--- config.mk ---
export PLATFORM = sky130hd
export DESIGN_NAME = ltc2600_cmd_queue
export DESIGN_NICKNAME = d
export VERILOG_FILES = /design/src/rtl/ltc2600_cmd_queue.sv
export SDC_FILE = /design/constraint.sdc
export NUM_CORES = 1
export LEC_CHECK = 0
export CORE_MARGIN = 2
export CORE_UTILIZATION = 55
export DETAILED_ROUTE_END_ITERATION = 8
export GPL_TIMING_DRIVEN = 0
export HOLD_SLACK_MARGIN = 0.12
export PLACE_DENSITY = 0.76
export SYNTH_ARGS = -nofsm -noshare
export SYNTH_HDL_FRONTEND = slang
export SYNTH_SLANG_ARGS = --single-unit
export TNS_END_PERCENT = 100
--- constraint.sdc ---
create_clock -name clk -period 7.5 [get_ports clk]
set_clock_uncertainty 0.05 [all_clocks]
set_input_delay 1.5 -clock clk [delete_from_list [all_inputs] [get_ports clk]]
set_output_delay 1.5 -clock clk [all_outputs]
set_load 0.02 [all_outputs]
--- src/rtl/ltc2600_cmd_queue.sv ---
// Command FIFO and one-at-a-time sequencer in front of the LTC2600 serial writer, with a
// watchdog for unacknowledged frames. Optional shadow readback bank: LTC2600_SHADOW_READBACK_EN.
module ltc2600_cmd_queue #(
  parameter int DATA_WIDTH     = 16,
  parameter int DEPTH          = 8,
  parameter int TIMEOUT_CYCLES = 4096
) (
  input  logic                     clk,
  input  logic                     rstn,
  input  logic                     push_valid,
  output logic                     push_ready,
  input  logic [3:0]               push_command,
  input  logic [3:0]               push_address,
  input  logic [DATA_WIDTH-1:0]    push_data,
  input  logic                     flush,
  output logic                     send_new_cmd,
  output logic [3:0]               command,
  output logic [3:0]               address,
  output logic [DATA_WIDTH-1:0]    data,
  input  logic                     write_complete,
  output logic [$clog2(DEPTH):0]   fifo_count,
  output logic                     busy,
  output logic                     timeout_err,
  input  logic [2:0]               rd_chan,
  output logic [DATA_WIDTH-1:0]    rd_data
);

  localparam int AW  = $clog2(DEPTH);
  localparam int WDW = $clog2(TIMEOUT_CYCLES);
  localparam int EW  = 8 + DATA_WIDTH;
  localparam logic [WDW-1:0] WD_LAST = WDW'(TIMEOUT_CYCLES - 1);

  typedef enum logic {
    IDLE = 1'b0,
    WAIT = 1'b1
  } state_t;

  state_t          state_q;
  logic [WDW-1:0]  wd_q;
  logic [AW:0]     wr_ptr_q;
  logic [AW:0]     rd_ptr_q;
  logic [EW-1:0]   mem [DEPTH];
  logic [EW-1:0]   head;
  logic            full;
  logic            empty;
  logic            push_accept;
  logic            pop;

  // Handshake: an entry transfers on a rising clk edge where push_valid && push_ready;
  // push_ready depends only on registered pointers, and a flush in that cycle drops the entry.
  assign full        = (wr_ptr_q[AW] != rd_ptr_q[AW]) &&
                       (wr_ptr_q[AW-1:0] == rd_ptr_q[AW-1:0]);
  assign empty       = (wr_ptr_q == rd_ptr_q);
  assign push_ready  = !full;
  assign push_accept = push_valid && !full && !flush;
  assign pop         = (state_q == IDLE) && !empty && !flush;
  assign head        = mem[rd_ptr_q[AW-1:0]];
  assign fifo_count  = wr_ptr_q - rd_ptr_q;
  assign busy        = (state_q != IDLE) || (fifo_count != '0);

  always_ff @(posedge clk) begin
    if (push_accept) begin
      mem[wr_ptr_q[AW-1:0]] <= {push_command, push_address, push_data};
    end
  end

  always_ff @(posedge clk) begin
    if (!rstn) begin
      wr_ptr_q <= '0;
      rd_ptr_q <= '0;
    end else if (flush) begin
      rd_ptr_q <= wr_ptr_q;
    end else begin
      if (push_accept) wr_ptr_q <= wr_ptr_q + 1'b1;
      if (pop)         rd_ptr_q <= rd_ptr_q + 1'b1;
    end
  end

  // A watchdog expiry in the same cycle as a flush still latches the error.
  always_ff @(posedge clk) begin
    if (!rstn) begin
      state_q      <= IDLE;
      send_new_cmd <= 1'b0;
      command      <= '0;
      address      <= '0;
      data         <= '0;
      wd_q         <= '0;
      timeout_err  <= 1'b0;
    end else begin
      send_new_cmd <= 1'b0;
      if (flush) timeout_err <= 1'b0;
      case (state_q)
        IDLE: begin
          if (pop) begin
            {command, address, data} <= head;
            send_new_cmd             <= 1'b1;
            wd_q                     <= '0;
            state_q                  <= WAIT;
          end
        end
        WAIT: begin
          if (write_complete) begin
            wd_q    <= '0;
            state_q <= IDLE;
          end else if (wd_q == WD_LAST) begin
            wd_q        <= '0;
            timeout_err <= 1'b1;
            state_q     <= IDLE;
          end else begin
            wd_q <= wd_q + 1'b1;
          end
        end
        default: state_q <= IDLE;
      endcase
    end
  end

`ifdef LTC2600_SHADOW_READBACK_EN
  logic [DATA_WIDTH-1:0] shadow_q [8];
  logic                  shadow_we;

  // Only write-and-update commands change the DAC output codes mirrored here.
  assign shadow_we = (state_q == WAIT) && write_complete &&
                     ((command == 4'b0011) || (command == 4'b0010));

  always_ff @(posedge clk) begin
    if (!rstn) begin
      for (int i = 0; i < 8; i++) shadow_q[i] <= '0;
      rd_data <= '0;
    end else begin
      for (int i = 0; i < 8; i++) begin
        if (shadow_we && ((address == 4'hF) || (address == 4'(i)))) shadow_q[i] <= data;
      end
      rd_data <= shadow_q[rd_chan];
    end
  end
`else
  logic unused_rd_chan;
  assign unused_rd_chan = ^rd_chan;
  assign rd_data        = '0;
`endif

endmodule
=== Word level (Yosys, flattened, before mapping) ===
Memory sizes are Yosys's and may differ from the RTL's. A register that Yosys moved wholly into a read port is not among the register bits.
Cells that the tools add are included.

* $add $sub $neg: 4
* Eq/ne operators: 5
* Multiplexer cells: 16
* Bitwise gates (word level): 3
* Reduce and logical (&&, ||, !) cells: 15

{| class="wikitable"
|+ Operator list
! operator !! count
|-
| 12-bit two-way mux || 3
|-
| 12-bit one-hot mux with 2 select lines || 1
|-
| 12-bit by 1-bit adder with 12-bit output (second input constant) || 1
|-
| 12-bit equality test (second input constant) || 1
|-
| 1-bit two-way mux || 9
|-
| 4-bit by 1-bit adder with 4-bit output (second input constant) || 2
|-
| 4-bit two-way mux || 2
|-
| 1-bit logical AND || 5
|-
| 4-bit equality test || 1
|-
| 1-bit logical NOT || 4
|-
| 2-bit AND reduction || 2
|-
| 4-bit nonzero test || 1
|-
| 4-bit subtractor || 1
|-
| 3-bit equality test || 1
|-
| 1-bit NOT || 3
|-
| 2-bit inequality test (second input constant) || 1
|-
| 1-bit one-hot mux with 2 select lines || 1
|-
| 2-bit nonzero test || 1
|-
| 2-bit OR reduction || 1
|-
| 1-bit logical OR || 1
|-
| 1-bit inequality test || 1
|}

* Bits in registers: 23
* Bits in writable memories: 192
* Memories kept: 1

{| class="wikitable"
|+ Memories
! memory !! depth !! width !! read ports !! clocked after Yosys merged registers in !! wr ports !! RTL line !! text
|-
| mem || 8 || 24 || 1 || 1 || 1 || 42 || <nowiki>logic [EW-1:0] mem [DEPTH];</nowiki>
|}

=== Logic depth before layout (Yosys ltp) ===
Gate-level depths: netlist of the first run.

* Depth after elaboration: 7
* Gate-level depth with buffers: 9

=== Worst setup path before layout of the first run ===
OpenSTA, ideal clock, no wires.

* Kind: input -> register
* Start point: input port push_valid
* End point: memory mem[0][0] in the netlist's numbering, enable pin
* Arrival time: 4218 ps
* Data required time: 6984 ps
* Path slack: 2766 ps
* Stages on the path: 3
* Cells stage by stage: nor2b_1 o21ai_2 nor4_1

* Word-level cells in the longest chain between the ends: 4

{| class="wikitable"
|+ RTL lines
! what !! RTL line !! text
|-
| start: declaration || 10 || <nowiki>input logic push_valid,</nowiki>
|-
| 1-bit logical AND (2 in series) || 55 || <nowiki>assign push_accept = push_valid && !full && !flush;</nowiki>
|-
| 1-bit two-way mux || 62 || <nowiki>if (push_accept) begin</nowiki>
|-
| 1-bit two-way mux (not written as such) || 63 || <nowiki>mem[wr_ptr_q[AW-1:0]] <= {push_command, push_address, push_data};</nowiki>
|-
| end: declaration || 42 ||
|}

No other way between the ends.

=== Final worst setup path of the first run ===
* Start point: register rd_ptr_q[1]
* End point: output port busy

* Word-level cells in the longest chain between the ends: 3

{| class="wikitable"
|+ RTL lines
! what !! RTL line !! text
|-
| start: declaration || 41 || <nowiki>logic [AW:0] rd_ptr_q;</nowiki>
|-
| start signal: assignment || 72 || <nowiki>rd_ptr_q <= wr_ptr_q;</nowiki>
|-
| start signal: assignment || 75 || <nowiki>if (pop) rd_ptr_q <= rd_ptr_q + 1'b1;</nowiki>
|-
| 4-bit subtractor || 58 || <nowiki>assign fifo_count = wr_ptr_q - rd_ptr_q;</nowiki>
|-
| 4-bit nonzero test || 59 || <nowiki>assign busy = (state_q != IDLE) || (fifo_count != '0);</nowiki>
|-
| 1-bit logical OR || 59 ||
|-
| end: declaration || 22 || <nowiki>output logic busy,</nowiki>
|}

No other way between the ends.

==> flow_summary_export.csv, run 1 <==
group,metric,value,unit
cts,cts_resized,0,
synthesis,ys_types,48,
critical_path,path_max_fanout,10,
cells_and_area,layout_commonest_cell,"edfxtp_1",
cells_and_area,multi_input_area,0.00246,mm2
timing,tns,0,ps
cts,cts_tree,"yes",
synthesis,ys.flop_type,"edfxtp_1",
grt,grt_pass1_wl,30400,um
routing,wire_per_inst,21.8,um
grt,antenna_found_initial,0,
timing,min_period_over_period,0.679,
critical_path,worstSetupStartpointType,"register",
cts,cts_hold_buffers,0,
cts,htreeDepth,1,
cts,clockBufferDepth,3,
timing,fmax,196,MHz
synthesis,syn_inst,558,
floorplanning,die_w,135,um
routing,detail-route-antenna-nets,0,
critical_path,worstReg2RegEnd,"mem[4][9]$_DFFE_PP_",
cts,root_buffer,"clkbuf_16",
routing,wl,19800,um
timing,setup_viol,0,
timing,fin_crit,5100,ps
floorplanning,dieHeight,135,um
synthesis,ys_warn_count,0,
floorplanning,die_area,0.0181,mm2
grt,grt_pass1_vias,5441,
timing,hold_viol,0,
power_and_ir_drop,power.density,264,mW/mm2
cells_and_area,final_cell_mix,"192 x edfxtp_1, 60 x clkdlybuf4s50_1, 57 x nand2_1, 48 x mux4_2, 47 x dfxtp_1",
grt,track_usage,0.223,
cells_and_area,nNetsFinal,711,
cts,clk_latency,510,ps
routing,drc,0,
floorplanning,core,0.0166,mm2
cells_and_area,final-seq-area,0.00671,mm2
cells_and_area,fillerInstances,1082,
power_and_ir_drop,vdd_drop_max,0.000203,V
timing,final_max_slew_viol_count,0,
cells_and_area,drive_gt1_frac,0.203,
placed_design,hpwl,12400,um
floorplanning,io_pins,80,
floorplanning,start_util,0.563,
grt,grt-ovfl-total,0,
worst_hold_path,holdPathEnd,"data[13]$_SDFFE_PN0P_",
critical_path,cp.required,5950,ps
cts,cts.sinks,239,
worst_hold_path,hold_path_class,"register to register",
synthesis,synth_edf_count,192,
routing,drt-initial-drc-count,400,
critical_path,worstRegToRegCells,10,
grt,grt_max_degree,25,
critical_path,worstSetupEndpointType,"output port",
floorplanning,rows,47,
power_and_ir_drop,power_leakage,3.83,nW
placed_design,place_congestion,0.845,
cts,post-cts-setup-buffers,0,
outcome,status,"finished clean",
critical_path,cp.arrival,3550,ps
synthesis,seq_area_frac_synth,0.716,
synthesis,synth_seq_cells,239,
critical_path,r2r_slack,3690,ps
cells_and_area,stdcell_area,0.0113,mm2
cells_and_area,n_antenna_cell,0,
worst_hold_path,whs_path_depth,2,
placed_design,numPortBuffers,60,
timing,slew_headroom,0.129,
synthesis,syn_area_per_cell,16.8,um2
critical_path,r2r_start,"rd_ptr_q[1]$_SDFFE_PN0P_",
routing,vias,5400,
routing,drt_pass1_iterations,5,
critical_path,worstSetupPathType,"register to output port",
routing,via_per_inst,5.93,
cells_and_area,synthToLayoutAreaGrowth,20.1,%
worst_hold_path,worstHoldStart,"data[13]$_SDFFE_PN0P_",
synthesis,synth_area,0.00937,mm2
timing,tightest_slew,1300,ps
job,drv_cap,0,
cts,cts.clk_slew.worst_paths,60,ps
placed_design,place_area,0.0105,mm2
timing,rsz0062_at_grt,"false",
synthesis,async_flop_share,0,
cts,numCtsBuffers,24,
## kinds of logic (layout without fill, tap and decap cells)
logic type	Yosys count	after routing	share of synthesized area
DFF	239	239	0.716
and+or+nand+nor	108	108	0.0562
AOI/OAI and AO/OA	84	84	0.0561
buffers and inverters	57	174	0.0322
muxes	50	50	0.117
xor gates and xnor gates	12	12	0.0120
adders and majority gates	7	7	0.0101
other	1	16	0.000400
## worst max-delay path by stage
stage	from	slack, ps	cells after the start	end
floorplan	push_valid	2770	3	mem[0][0]$_DFFE_PP_
global placement	flush	60	4	mem[0][4]$_DFFE_PP_
detailed placement	rd_ptr_q[1]$_SDFFE_PN0P_	2940	9	busy
CTS	rd_ptr_q[1]$_SDFFE_PN0P_	2400	9	busy
global route	rd_ptr_q[1]$_SDFFE_PN0P_	2170	9	busy
finish	rd_ptr_q[1]$_SDFFE_PN0P_	2400	9	busy
## critical path: stages (launching register included)
cell and delay (ps):
dfxtp_1 400, clkbuf_1 430, inv_2 190, clkbuf_1 330
ha_1 420, nor2b_1 140, o21ai_0 190, a21oi_1 110
o211ai_1 190, clkdlybuf4s50_1 630
## metrics by stage
step | power (mW) | hold WS [ps] | util | setup WS [ps] | instances
4_1_cts | 2.99 | 472 | 0.676 | 2400 | 910
2_1_floorplan | 1.72 | 422 | - | 2770 | 573
3_5_place_dp | 1.85 | 455 | 0.630 | 2940 | 866
6_report | 2.97 | 472 | 0.676 | 2400 | 910
5_1_grt | 3.06 | 490 | 0.676 | 2170 | 910
3_3_place_gp | 1.84 | 434 | 0.619 | 58.4 | 853
## metal layers
layer  GRT usage  share of wire  vias to the layer above
met1       0.304           0.40                     2710
met5           0              0                        -
met4      0.0719          0.024                        0
li1            -              -                     2402
met2       0.372           0.50                      248
met3      0.0394          0.076                       40
## flip-flops by register name, summed over array words and instances (netlist names)
name,cells
address,4
command,4
data,16
mem,192
rd_ptr_q,4
send_new_cmd,1
state_q,1
timeout_err,1
wd_q,12
wr_ptr_q,4
## synthesized netlist by cell type (all sizes together), types with 3 or more instances
cell    instances  area [um2]
inv            10        37.5
and2            6        40.0
buf            29         196
a21oi           8        40.0
dfxtp          47         941
and4            3        26.3
nand2          57         214
nor3            8        40.0
a211o           3        26.3
a22o            5        43.8
nand3           8        40.0
clkbuf         18        67.6
mux4           48        1080
nor2b           4        25.0
nand4           4        25.0
edfxtp        192        5770
o21ai          30         154
and3            7        43.8
a31oi          27         169
nor4            3        18.8
nor2            3        11.3
ha              6        75.1
xnor2          10        95.1
## power by group
part / switching (mW) / leakage (nW) / internal, mW / total [mW]
logic: 0.189 / 1.34 / 0.153 / 0.342
registers: 0.0191 / 2.12 / 1.47 / 1.49
clock network: 0.476 / 0.377 / 0.670 / 1.15
total: 0.684 / 3.83 / 2.29 / 2.97
## area by class of cell
type                       count  share of cell area
buffer                        47              0.0235
timing repair buffer          73              0.0660
tap                          220              0.0245
sequential                   239               0.596
clock inverter                 6             0.00278
clock buffer                  38              0.0653
inverter                      10             0.00334
multi-input combinational    277               0.219
No activity file was read; power rests on OpenSTA's default activity.
==> run 2, diff against run 1 <==
--- a/config.mk
+++ b/config.mk
@@ -6,7 +6,7 @@
 export NUM_CORES = 1
 export LEC_CHECK = 0
 export CORE_MARGIN = 2
-export CORE_UTILIZATION = 55
+export CORE_UTILIZATION = 52
 export DETAILED_ROUTE_END_ITERATION = 8
 export GPL_TIMING_DRIVEN = 0
 export HOLD_SLACK_MARGIN = 0.12
==> constraint.sdc (replaced) <==
create_clock -name clk -period 4.34 [get_ports clk]
set_clock_uncertainty 0.05 [all_clocks]
set_input_delay 0.868 -clock clk [delete_from_list [all_inputs] [get_ports clk]]
set_output_delay 0.868 -clock clk [all_outputs]
set_load 0.02 [all_outputs]
==> flow_summary_export.csv, run 2 (synthesized netlist as in run 1, its figures left out) <==
group,metric,value,unit
timing,fmax,245,MHz
power_and_ir_drop,power_leakage,3.80,nW
critical_path,r2r_start,"rd_ptr_q[2]$_SDFFE_PN0P_",
power_and_ir_drop,p_seq_frac,0.503,
cts,cts.sinks,239,
power_and_ir_drop,switching_share,0.234,
routing,detail-route-antenna-nets,0,
power_and_ir_drop,internal-power,3.91,mW
power_and_ir_drop,power,5.11,mW
cts,clockBufferDepth,3,
cts,root_buffer,"clkbuf_16",
critical_path,worstRegToRegCells,9,
cts,cts_hold_buffers,0,
floorplanning,die_w,138,um
grt,grt-ovfl-total,0,
power_and_ir_drop,power.switching,1.20,mW
cts,numCtsBuffers,23,
grt,grt_max_degree,25,
timing,slew_headroom,0.128,
floorplanning,rows,49,
timing,hold_viol,0,
routing,drc,0,
grt,grt_pass1_wl,30800,um
timing,final_max_slew_viol_count,0,
cts,cts.clk_slew.worst_paths,60,ps
placed_design,numPortBuffers,60,
critical_path,r2r_slack,840,ps
floorplanning,start_util,0.525,
grt,antenna_found_initial,1,
cells_and_area,largest_register_ff_count,192,
routing,via_per_inst,5.83,
power_and_ir_drop,clkPwrFrac,0.382,
timing,rsz0062_at_grt,"false",
placed_design,hpwl,12700,um
timing,setup_ws,253,ps
routing,wl,19600,um
cells_and_area,final_cell_mix,"192 x edfxtp_1, 60 x clkdlybuf4s50_1, 57 x nand2_1, 48 x mux4_2, 47 x dfxtp_1",
critical_path,worstSetupEndpointType,"output port",
power_and_ir_drop,share_comb_of_total_power,0.115,
cells_and_area,drive_gt1_frac,0.200,
cts,cts_tree,"yes",
cells_and_area,layout_commonest_cell,"edfxtp_1",
floorplanning,io_pins,80,
timing,fin_crit,4090,ps
timing,tightest_slew,1310,ps
cts,cts_resized,1,
floorplanning,core,0.0178,mm2
critical_path,cp.required,3420,ps
cells_and_area,fillerInstances,1234,
worst_hold_path,holdPathEnd,"wd_q[8]$_SDFFE_PN0P_",
power_and_ir_drop,vdd_drop_max,0.000412,V
worst_hold_path,worstHoldStart,"wd_q[8]$_SDFFE_PN0P_",
routing,drt-initial-drc-count,437,
cts,post-cts-setup-buffers,0,
critical_path,worstReg2RegEnd,"mem[4][19]$_DFFE_PP_",
grt,grt_pass1_vias,5432,
cells_and_area,nNetsFinal,706,
placed_design,dp_slack,406,ps
critical_path,worstSetupStartpointType,"register",
placed_design,place_inst,872,
critical_path,path_max_fanout,10,
routing,vias,5333,
placed_design,place_congestion,0.848,
cts,clk_latency,520,ps
worst_hold_path,hold_path_class,"register to register",
critical_path,cp.arrival,3170,ps
power_and_ir_drop,power.density,455,mW/mm2
routing,drt_pass1_iterations,5,
timing,min_period_over_period,0.942,
cts,htreeDepth,1,
timing,whs,476,ps
floorplanning,dieHeight,138,um
outcome,status,"finished clean",
timing,setup_viol,0,
floorplanning,die_area,0.0191,mm2
worst_hold_path,whs_path_depth,1,
critical_path,worstSetupPathType,"register to output port",
cells_and_area,synthToLayoutAreaGrowth,19.8,%
routing,wire_per_inst,21.4,um
job,drv_cap,0,
grt,track_usage,0.208,
cells_and_area,finalNonFillerCells,914,
## run 2: cell count changes in the layout (fill, tap and decap cells not counted), moves of 2 or more
cell and delta:
clkbuf_16 -2, clkbuf_1 -4, buf_4 -3, buf_8 -2, clkbuf_8 -2, buf_6 +2
## run 2: critical path, cell delays in order (launching register included)
cell and delay (ps):
dfxtp_1 300, buf_2 170, clkbuf_1 520, inv_1 110, ha_1 380, o21ai_0 130, and3_1 210, o211ai_1 200
clkdlybuf4s50_1 640
## run 2: area by class of cell
type,count,area (um2),share of cell area
multi-input combinational,277,2470,0.220
antenna,1,2.50,0.000223
clock inverter,10,96.3,0.00858
tap,229,287,0.0255
inverter,10,37.5,0.00334
buffer,46,262,0.0233
timing repair buffer,70,713,0.0635
clock buffer,32,649,0.0579
sequential,239,6710,0.597
## run 2: worst max path at each step
stage                                   startpoint                   to  slack, ps  cells past startpoint
final                     rd_ptr_q[2]$_SDFFE_PN0P_                 busy        250                      8
after global routing      rd_ptr_q[2]$_SDFFE_PN0P_                 busy         20                      8
after CTS                 rd_ptr_q[2]$_SDFFE_PN0P_                 busy        210                      8
after detailed placement  rd_ptr_q[1]$_SDFFE_PN0P_                 busy        410                      9
after global placement    rd_ptr_q[1]$_SDFFE_PN0P_  mem[4][3]$_DFFE_PP_      -1560                      8
after floorplan           rd_ptr_q[1]$_SDFFE_PN0P_  mem[4][0]$_DFFE_PP_        370                      8
## run 2: per-stage QoR
stage	cell area, um2	util	TNS, ps
CTS	11200	0.629	0
floorplan	9440	-	0
global placement	10300	0.579	-167460
global route	11200	0.629	0
finish	11200	0.629	0
detailed placement	10500	0.587	0
## run 2: power groups by stage
stage / Sequential, mW / Combinational, mW / Clock (mW)
2_1_floorplan: 2.65 / 0.317 / 0
3_3_place_gp: 2.62 / 0.564 / 0
3_5_place_dp: 2.62 / 0.590 / 0
4_1_cts: 2.57 / 0.593 / 1.97
5_1_grt: 2.57 / 0.633 / 2.06
6_report: 2.57 / 0.587 / 1.95
## run 2: layer usage
| metal | share of wire | vias up | global-route usage | wire, um |
|---|---|---|---|---|
| li1 | - | 2381 | - | - |
| met1 | 0.40 | 2671 | 0.279 | 7780 |
| met2 | 0.51 | 239 | 0.353 | 9910 |
| met3 | 0.067 | 42 | 0.0339 | 1300 |
| met4 | 0.029 | 0 | 0.0698 | 558 |
| met5 | 0 | - | 0 | 0 |
==> run 3, diff against run 2 <==
--- a/config.mk
+++ b/config.mk
@@ -5,12 +5,14 @@
 export SDC_FILE = /design/constraint.sdc
 export NUM_CORES = 1
 export LEC_CHECK = 0
+export CORE_ASPECT_RATIO = 1.25
 export CORE_MARGIN = 2
 export CORE_UTILIZATION = 52
 export DETAILED_ROUTE_END_ITERATION = 8
 export GPL_TIMING_DRIVEN = 0
 export HOLD_SLACK_MARGIN = 0.12
 export PLACE_DENSITY = 0.76
+export SETUP_SLACK_MARGIN = 0.3
 export SYNTH_ARGS = -nofsm -noshare
 export SYNTH_HDL_FRONTEND = slang
 export SYNTH_SLANG_ARGS = --single-unit
==> flow_summary_export.csv, run 3 (synthesized netlist as in run 1, its figures left out) <==
group,metric,value,unit
worst_hold_path,holdPathEnd,"address[0]$_SDFFE_PN0P_",
grt,grt_pass1_vias,5666,
floorplanning,die_w,124,um
routing,drt_pass1_iterations,5,
critical_path,crit_family,"buffers and inverters",
cts,root_buffer,"clkbuf_16",
routing,via_per_inst,5.91,
cts,htreeDepth,1,
power_and_ir_drop,power,5.20,mW
floorplanning,rows,54,
cells_and_area,synthToLayoutAreaGrowth,20.4,%
grt,grt-ovfl-total,0,
cells_and_area,drive_gt1_frac,0.202,
cts,post-cts-setup-buffers,0,
placed_design,numPortBuffers,60,
cts,cts.sinks,239,
routing,detail-route-antenna-nets,0,
floorplanning,die_area,0.0191,mm2
grt,grt_pass1_wl,30900,um
critical_path,worstSetupStartpointType,"register",
timing,hold_viol,0,
power_and_ir_drop,power.density,461,mW/mm2
routing,drc,0,
timing,slew_headroom,0.136,
worst_hold_path,worstHoldStart,"address[0]$_SDFFE_PN0P_",
timing,setup_viol,0,
timing,rsz0062_at_grt,"false",
timing,fin_crit,3830,ps
cells_and_area,layout_commonest_cell,"edfxtp_1",
critical_path,worstRegToRegCells,9,
cells_and_area,n_antenna_cell,0,
placed_design,place_congestion,0.830,
cts,cts.clk_slew.worst_paths,60,ps
cells_and_area,largest_register_ff_count,192,
routing,wl,20000,um
floorplanning,start_util,0.534,
job,drv_cap,0,
power_and_ir_drop,vdd_drop_max,0.000393,V
grt,antenna_found_initial,0,
critical_path,path_cells,"buf_2, clkbuf_1, inv_1, ha_1, and3_1, nand2_1, clkdlybuf4s50_1",
power_and_ir_drop,power_leakage,3.85,nW
cts,numCtsBuffers,24,
critical_path,worstReg2RegEnd,"mem[4][2]$_DFFE_PP_",
worst_hold_path,whs_path_depth,2,
routing,drt-initial-drc-count,358,
placed_design,dp_slack,395,ps
timing,final_max_slew_viol_count,0,
critical_path,r2r_start,"rd_ptr_q[2]$_SDFFE_PN0P_",
critical_path,timing.critical_path.buf_inv,4,
timing,tightest_slew,1290,ps
cells_and_area,final_cell_mix,"192 x edfxtp_1, 58 x clkdlybuf4s50_1, 57 x nand2_1, 48 x mux4_2, 47 x dfxtp_1",
outcome,status,"finished clean",
critical_path,path_max_fanout,10,
routing,wire_per_inst,21.9,um
critical_path,cp.required,3420,ps
critical_path,cp_slowest_stage_delay,570,ps
floorplanning,io_pins,80,
cts,cts_tree,"yes",
critical_path,r2r_slack,890,ps
critical_path,cp.arrival,2910,ps
cells_and_area,nNetsFinal,709,
critical_path,crit_slowest_cell,"clkdlybuf4s50_1",
floorplanning,dieHeight,154,um
cts,clk_latency,510,ps
timing,min_period_over_period,0.882,
floorplanning,core,0.0176,mm2
grt,track_usage,0.214,
critical_path,worstSetupPathType,"register to output port",
cts,cts_hold_buffers,0,
routing,vias,5388,
placed_design,hpwl,13100,um
cts,clockBufferDepth,3,
critical_path,worstSetupEndpointType,"output port",
worst_hold_path,hold_path_class,"register to register",
timing,fmax,261,MHz
timing,setup_ws,514,ps
grt,grt_max_degree,25,
[run 3: worst max-delay path by stage]
stage,end,cells past startpoint,start,slack [ps]
global route,push_ready,7,rd_ptr_q[2]$_SDFFE_PN0P_,330
finish,push_ready,7,rd_ptr_q[2]$_SDFFE_PN0P_,510
CTS,fifo_count[3],9,rd_ptr_q[1]$_SDFFE_PN0P_,340
detailed placement,busy,9,rd_ptr_q[1]$_SDFFE_PN0P_,390
floorplan,mem[4][0]$_DFFE_PP_,8,rd_ptr_q[1]$_SDFFE_PN0P_,370
global placement,mem[4][3]$_DFFE_PP_,8,rd_ptr_q[1]$_SDFFE_PN0P_,-1580
[run 3: area by class of cell]
class,count,area [um2]
buffer,47,269
multi-input combinational,277,2470
inverter,10,37.5
fill,1226,6280
sequential,239,6710
tap,224,280
clock buffer,34,689
timing repair buffer,71,729
clock inverter,10,100
[run 3: repair_timing]
| item | in CTS | in global routing |
|---|---|---|
| hold endpoints to repair | 0 | 0 |
| gates resized for setup | 4 | 1 |
| endpoints found under the setup margin | 3 | 1 |
[run 3: where the power goes]
group          internal (mW)  total, mW  switching (mW)
clock                   1.22       2.04           0.821
sequential              2.54       2.57          0.0359
combinational          0.263      0.589           0.325
total                   4.02       5.20            1.18
[run 3: layer usage]
metal | GRT usage | share of wire
met2 | 0.367 | 0.52
met5 | 0 | 0
met1 | 0.277 | 0.39
met4 | 0.0706 | 0.028
met3 | 0.0364 | 0.061
[run 3: through the flow]
stage | hold slack (ps) | util | instances | cell area [um2] | TNS, ps
2_1_floorplan | 422 | - | 573 | 9440 | 0
6_report | 484 | 0.642 | 912 | 11300 | 0
5_1_grt | 510 | 0.642 | 912 | 11300 | 0
3_5_place_dp | 468 | 0.597 | 868 | 10500 | 0
4_1_cts | 483 | 0.642 | 912 | 11300 | 0
3_3_place_gp | 438 | 0.587 | 857 | 10300 | -168220
[run 3: worst reg2reg max path, delay by kind of cell, from the launching register on]
| family | cells | cell delay (ps) |
|---|---|---|
| AND/OR/NAND/NOR | 4 | 1380 |
| flip-flops | 1 | 310 |
| buffers and inverters | 4 | 1070 |
| adder cells (fa/ha/maj) | 1 | 350 |
==> edit 1, RTL diff (config.mk and constraints of run 2) <==
Add a define of `LTC2600_SHADOW_READBACK_EN`.
--- a/src/rtl/ltc2600_cmd_queue.sv
+++ b/src/rtl/ltc2600_cmd_queue.sv
@@ -1,5 +1,7 @@
 // Command FIFO and one-at-a-time sequencer in front of the LTC2600 serial writer, with a
 // watchdog for unacknowledged frames. Optional shadow readback bank: LTC2600_SHADOW_READBACK_EN.
+`define LTC2600_SHADOW_READBACK_EN
+
 module ltc2600_cmd_queue #(
   parameter int DATA_WIDTH     = 16,
   parameter int DEPTH          = 8,
Function: no difference found for any inputs over 4 cycles, from zero or initial values and one cycle with rstn low; that may be too few to reach the edited logic, so the function may still have changed.
==> edit 1 against run 2 <==
  * Sequential cell count up 144
  * First-iteration DRC count increased by 100%
  * Sequential share of layout area is 1.3 points higher
  * Worst hold slack got worse by 38 ps
  * Cell count grew 62%
  * Worst setup slack got worse by 95 ps
  * Combinational power grew 31%
  * Area after synthesis is 62% higher
  * Wire length up 63%
  * Design area rose by 59%
  * Power is 60% higher
  * Critical path type unchanged
==> edit 1: results (changes against run 2) <==
.. list-table::
   :header-rows: 1

   * - Metric
     - Value
   * - List of most frequent post-synthesis cells
     - sky130_fd_sc_hd__edfxtp_1, sky130_fd_sc_hd__nor2_1, sky130_fd_sc_hd__nand2_1 (was sky130_fd_sc_hd__edfxtp_1, sky130_fd_sc_hd__nand2_1, sky130_fd_sc_hd__mux4_2)
   * - Post-Place Cell Area
     - 16,600 µm² (was 10,500 µm²)
   * - Xor-xnor portion of the synthesized cell area
     - 0.00625 (was 0.0120)
   * - Worst voltage drop across the vdd grid
     - 0.000458 V (was 0.000412 V)
   * - Avg WL per Cell
     - 21.5 µm (was 21.4 µm)
   * - Global routing met3 resource utilization
     - 0.0320 (was 0.0339)
   * - Nets
     - 1,107 (was 706)
   * - Met1 Resource Use GR
     - 0.284 (was 0.279)
   * - Global-route wire length before repair
     - 49,300 µm (was 30,800 µm)
   * - Routability-driven placement congestion ratio
     - 0.792 (was 0.848)
   * - Via count of the first global-routing pass
     - 8,514 (was 5,432)
   * - Sequential-to-total area share from yosys stat
     - 0.715 (was 0.716)
   * - Total Power
     - 8.18 mW (was 5.11 mW)
   * - Share of layout cells above drive strength 1
     - 0.172 (was 0.200)
   * - Clock latency on the worst-skew pair
     - 540 ps (was 520 ps)
   * - Pre-CTS worst setup slack
     - 315 ps (was 406 ps)
   * - Worst-case headroom to the max-slew limit
     - 0.372 (was 0.128)
   * - Total routing usage reported by global routing
     - 0.213 (was 0.208)
   * - Amount of wire on met2 after detailed routing
     - 16,100 µm (was 9910 µm)
   * - Diodes inserted
     - 0 (was 1)
   * - Fillers
     - 2,073 (was 1,234)
   * - Count of cell types in the netlist
     - 58 (was 48)
   * - Routed length on met1
     - 12,900 µm (was 7780 µm)
   * - WL final
     - 31,800 µm (was 19,600 µm)
   * - Cells on Worst Hold Path
     - 2 (was 1)
   * - Status
     - completed (unchanged)
   * - Sequential power share
     - 0.511 (was 0.503)
   * - Net Switching
     - 1.85 mW (was 1.20 mW)
   * - Antenna violations before repair
     - 0 (was 1)
   * - CTS Buf Count
     - 38 (was 23)
[edit 1: cell types whose count changed in the layout (fill, tap and decap cells not counted), sizes merged, moves of 16 or more]
cell,before,now
dfxtp,47,63
nand2,57,93
mux2i,2,19
nor2,3,106
mux4,48,80
edfxtp,192,320
clkbuf,49,75
clkdlybuf4s50,60,77
inv,11,28
nor2b,4,20
conb,16,0
[edit 1: repair_timing]
item	CTS	global route
gates resized for setup	2	2
cloned	0	0
setup endpoints to repair	3	1
pin swaps	0	0
[edit 1: kinds of logic after synthesis]
logic type               count (synthesis)
buffers and inverters                   82
multiplexers                            99
adder cells (fa/ha/maj)                  7
AND/OR/NAND/NOR                        266
XOR/XNOR                                10
flip-flops                             383
AO/OA/AOI/OAI                           99
[edit 1: area by class of cell]
type	count	area, µm²	share of cell area
timing repair buffer	83	846	0.0475
inverter	29	110	0.00618
multi-input combinational	481	4050	0.227
clock buffer	47	1000	0.0564
buffer	52	239	0.0134
clock inverter	21	214	0.0120
tap	384	480	0.0270
sequential	383	10900	0.610
[edit 1: final timing paths]
kind | from | endpoint | slack (ps)
setup / recovery | rd_ptr_q[1]$_SDFFE_PN0P_ | busy | 160
hold / removal | wd_q[1]$_SDFFE_PN0P_ | wd_q[1]$_SDFFE_PN0P_ | 440
setup reg to reg | rd_ptr_q[2]$_SDFFE_PN0P_ | mem[1][8]$_DFFE_PP_ | 790
hold reg to reg | wd_q[1]$_SDFFE_PN0P_ | wd_q[1]$_SDFFE_PN0P_ | 440
[edit 1: critical path, delay by kind of cell (launching register included)]
kind	cells	cell delay (ps)
buf+inv	4	1360
compound gates	3	530
flops	1	400
fa+ha+maj	1	300
simple gates	1	130
==> edit 2, RTL diff (settings of run 2) <==
Made on the original files. Put a register stage on the output `fifo_count`, without a reset. The value now appears one clock later. The other outputs are not delayed to match.
--- a/src/rtl/ltc2600_cmd_queue.sv
+++ b/src/rtl/ltc2600_cmd_queue.sv
@@ -35,6 +35,8 @@
     WAIT = 1'b1
   } state_t;
 
+  logic [$clog2(DEPTH):0] fifo_count_d;
+
   state_t          state_q;
   logic [WDW-1:0]  wd_q;
   logic [AW:0]     wr_ptr_q;
@@ -55,8 +57,8 @@
   assign push_accept = push_valid && !full && !flush;
   assign pop         = (state_q == IDLE) && !empty && !flush;
   assign head        = mem[rd_ptr_q[AW-1:0]];
-  assign fifo_count  = wr_ptr_q - rd_ptr_q;
-  assign busy        = (state_q != IDLE) || (fifo_count != '0);
+  assign fifo_count_d = wr_ptr_q - rd_ptr_q;
+  assign busy        = (state_q != IDLE) || (fifo_count_d != '0);
 
   always_ff @(posedge clk) begin
     if (push_accept) begin
@@ -140,4 +142,8 @@
   assign rd_data        = '0;
 `endif
 
+  always_ff @(posedge clk) begin
+    fifo_count <= fifo_count_d;
+  end
+
 endmodule
Check against the original RTL: not equivalent (a bounded check fails within 4 cycles, from zero or initial values and one cycle with rstn low).
==> edit 2 against run 2 <==
  * Power grew 3.1%
  * Critical path depth is the same
  * Die area grew 0.96%
  * Non-clock buffer count is the same
  * Wire length grew 2.3%
  * Worst setup slack gained 89 ps
  * Area after synthesis grew 0.99%
  * Sequential cell count grew 4
  * Design area grew 1.7%
==> edit 2: results (changes against run 2) <==
.. list-table::
   :header-rows: 1

   * - Metric
     - Value
   * - Fillers
     - 1,240 (was 1,234)
   * - Count of multi-input combinational gates
     - 287 (was 277)
   * - Highest fanout seen on the critical path
     - 16 (was 10)
   * - Total length of routed met3 wires
     - 1360 µm (was 1300 µm)
   * - Antenna violations before repair
     - 0 (was 1)
   * - Multi-input gate share of total cell area
     - 0.220 (about the same)
   * - Worst-Margin Slew
     - 966 ps (was 1310 ps)
   * - Global routing met3 resource utilization
     - 0.0380 (was 0.0339)
   * - Final instance count without filler cells
     - 930 (was 914)
   * - Mean instance size in the synthesized netlist
     - 16.6 µm² (was 16.8 µm²)
   * - Combinational cell power
     - 0.580 mW (was 0.587 mW)
   * - Timing startpoint of the critical path
     - rd_ptr_q[1]$_SDFFE_PN0P_ (was rd_ptr_q[2]$_SDFFE_PN0P_)
   * - Cells on Worst Hold Path
     - 2 (was 1)
   * - Count of placed standard cells including taps
     - 885 (was 872)
   * - GRT met2 Usage
     - 0.355 (was 0.353)
   * - Clk pwr share
     - 0.393 (was 0.382)
   * - Routed length on met1
     - 8120 µm (was 7780 µm)
   * - Amount of wire on met2 after detailed routing
     - 10,100 µm (was 9910 µm)
   * - Via count of the first global-routing pass
     - 5,657 (was 5,432)
   * - Half-perimeter wire length after placement
     - 13,100 µm (was 12,700 µm)
   * - Power per standard cell area
     - 462 nW/µm² (was 455 nW/µm²)
   * - Initial DRC count
     - 498 (was 437)
   * - Worst voltage drop across the vdd grid
     - 0.000355 V (was 0.000412 V)
   * - Area of the multi-input gates
     - 2510 µm² (was 2470 µm²)
   * - Sequential share of cell area
     - 0.595 (was 0.597)
   * - Count of cell types in the netlist
     - 53 (was 48)
   * - Pre-CTS worst setup slack
     - 404 ps (was 406 ps)
   * - Nets
     - 721 (was 706)
   * - Status
     - completed (unchanged)
   * - Number of clock buffers in the layout
     - 36 (was 32)
   * - List of most frequent post-synthesis cells
     - sky130_fd_sc_hd__edfxtp_1, sky130_fd_sc_hd__nand2_1, sky130_fd_sc_hd__dfxtp_1 (was sky130_fd_sc_hd__edfxtp_1, sky130_fd_sc_hd__nand2_1, sky130_fd_sc_hd__mux4_2)
   * - Sw Share
     - 0.231 (was 0.234)
   * - Non-CTS inverters
     - 9 (was 10)
   * - Final Hold Slack
     - 431 ps (was 476 ps)
   * - Area growth from synthesis to final layout
     - 20.6% (was 19.8%)
   * - Final cell utilization of the core
     - 0.637 (was 0.629)
   * - Worst min-delay path startpoint
     - wd_q[11]$_SDFFE_PN0P_ (was wd_q[8]$_SDFFE_PN0P_)
   * - Leading cell types by total area after synthesis
     - sky130_fd_sc_hd__edfxtp_1, sky130_fd_sc_hd__mux4_2, sky130_fd_sc_hd__dfxtp_1, sky130_fd_sc_hd__nand2_1, sky130_fd_sc_hd__o21ai_0 (was sky130_fd_sc_hd__edfxtp_1, sky130_fd_sc_hd__mux4_2, sky130_fd_sc_hd__dfxtp_1, sky130_fd_sc_hd__nand2_1, sky130_fd_sc_hd__a31oi_1)
==> edit 2: path summary, 6_finish.rpt <==
| check | to | slack [ps] |
|---|---|---|
| min reg2reg | wd_q[11]$_SDFFE_PN0P_ | 430 |
| max | busy | 340 |
| max reg2reg | mem[0][1]$_DFFE_PP_ | 940 |
| min | wd_q[11]$_SDFFE_PN0P_ | 430 |
==> edit 2: what timing repair did <==
action	CTS	global route
setup endpoints to repair	1	1
gates resized for setup	1	2
gates cloned	0	0
==> edit 2: cells by family (layout without fill, tap and decap cells) <==
group | after synthesis | count (layout) | share of synthesized area
compound gates | 87 | 87 | 0.0562
xor+xnor | 8 | 8 | 0.00740
fa+ha+maj | 7 | 7 | 0.0100
buf+inv | 55 | 171 | 0.0301
flops | 243 | 243 | 0.717
mux | 53 | 53 | 0.119
other cells | 1 | 16 | 0.000396
simple gates | 116 | 116 | 0.0594
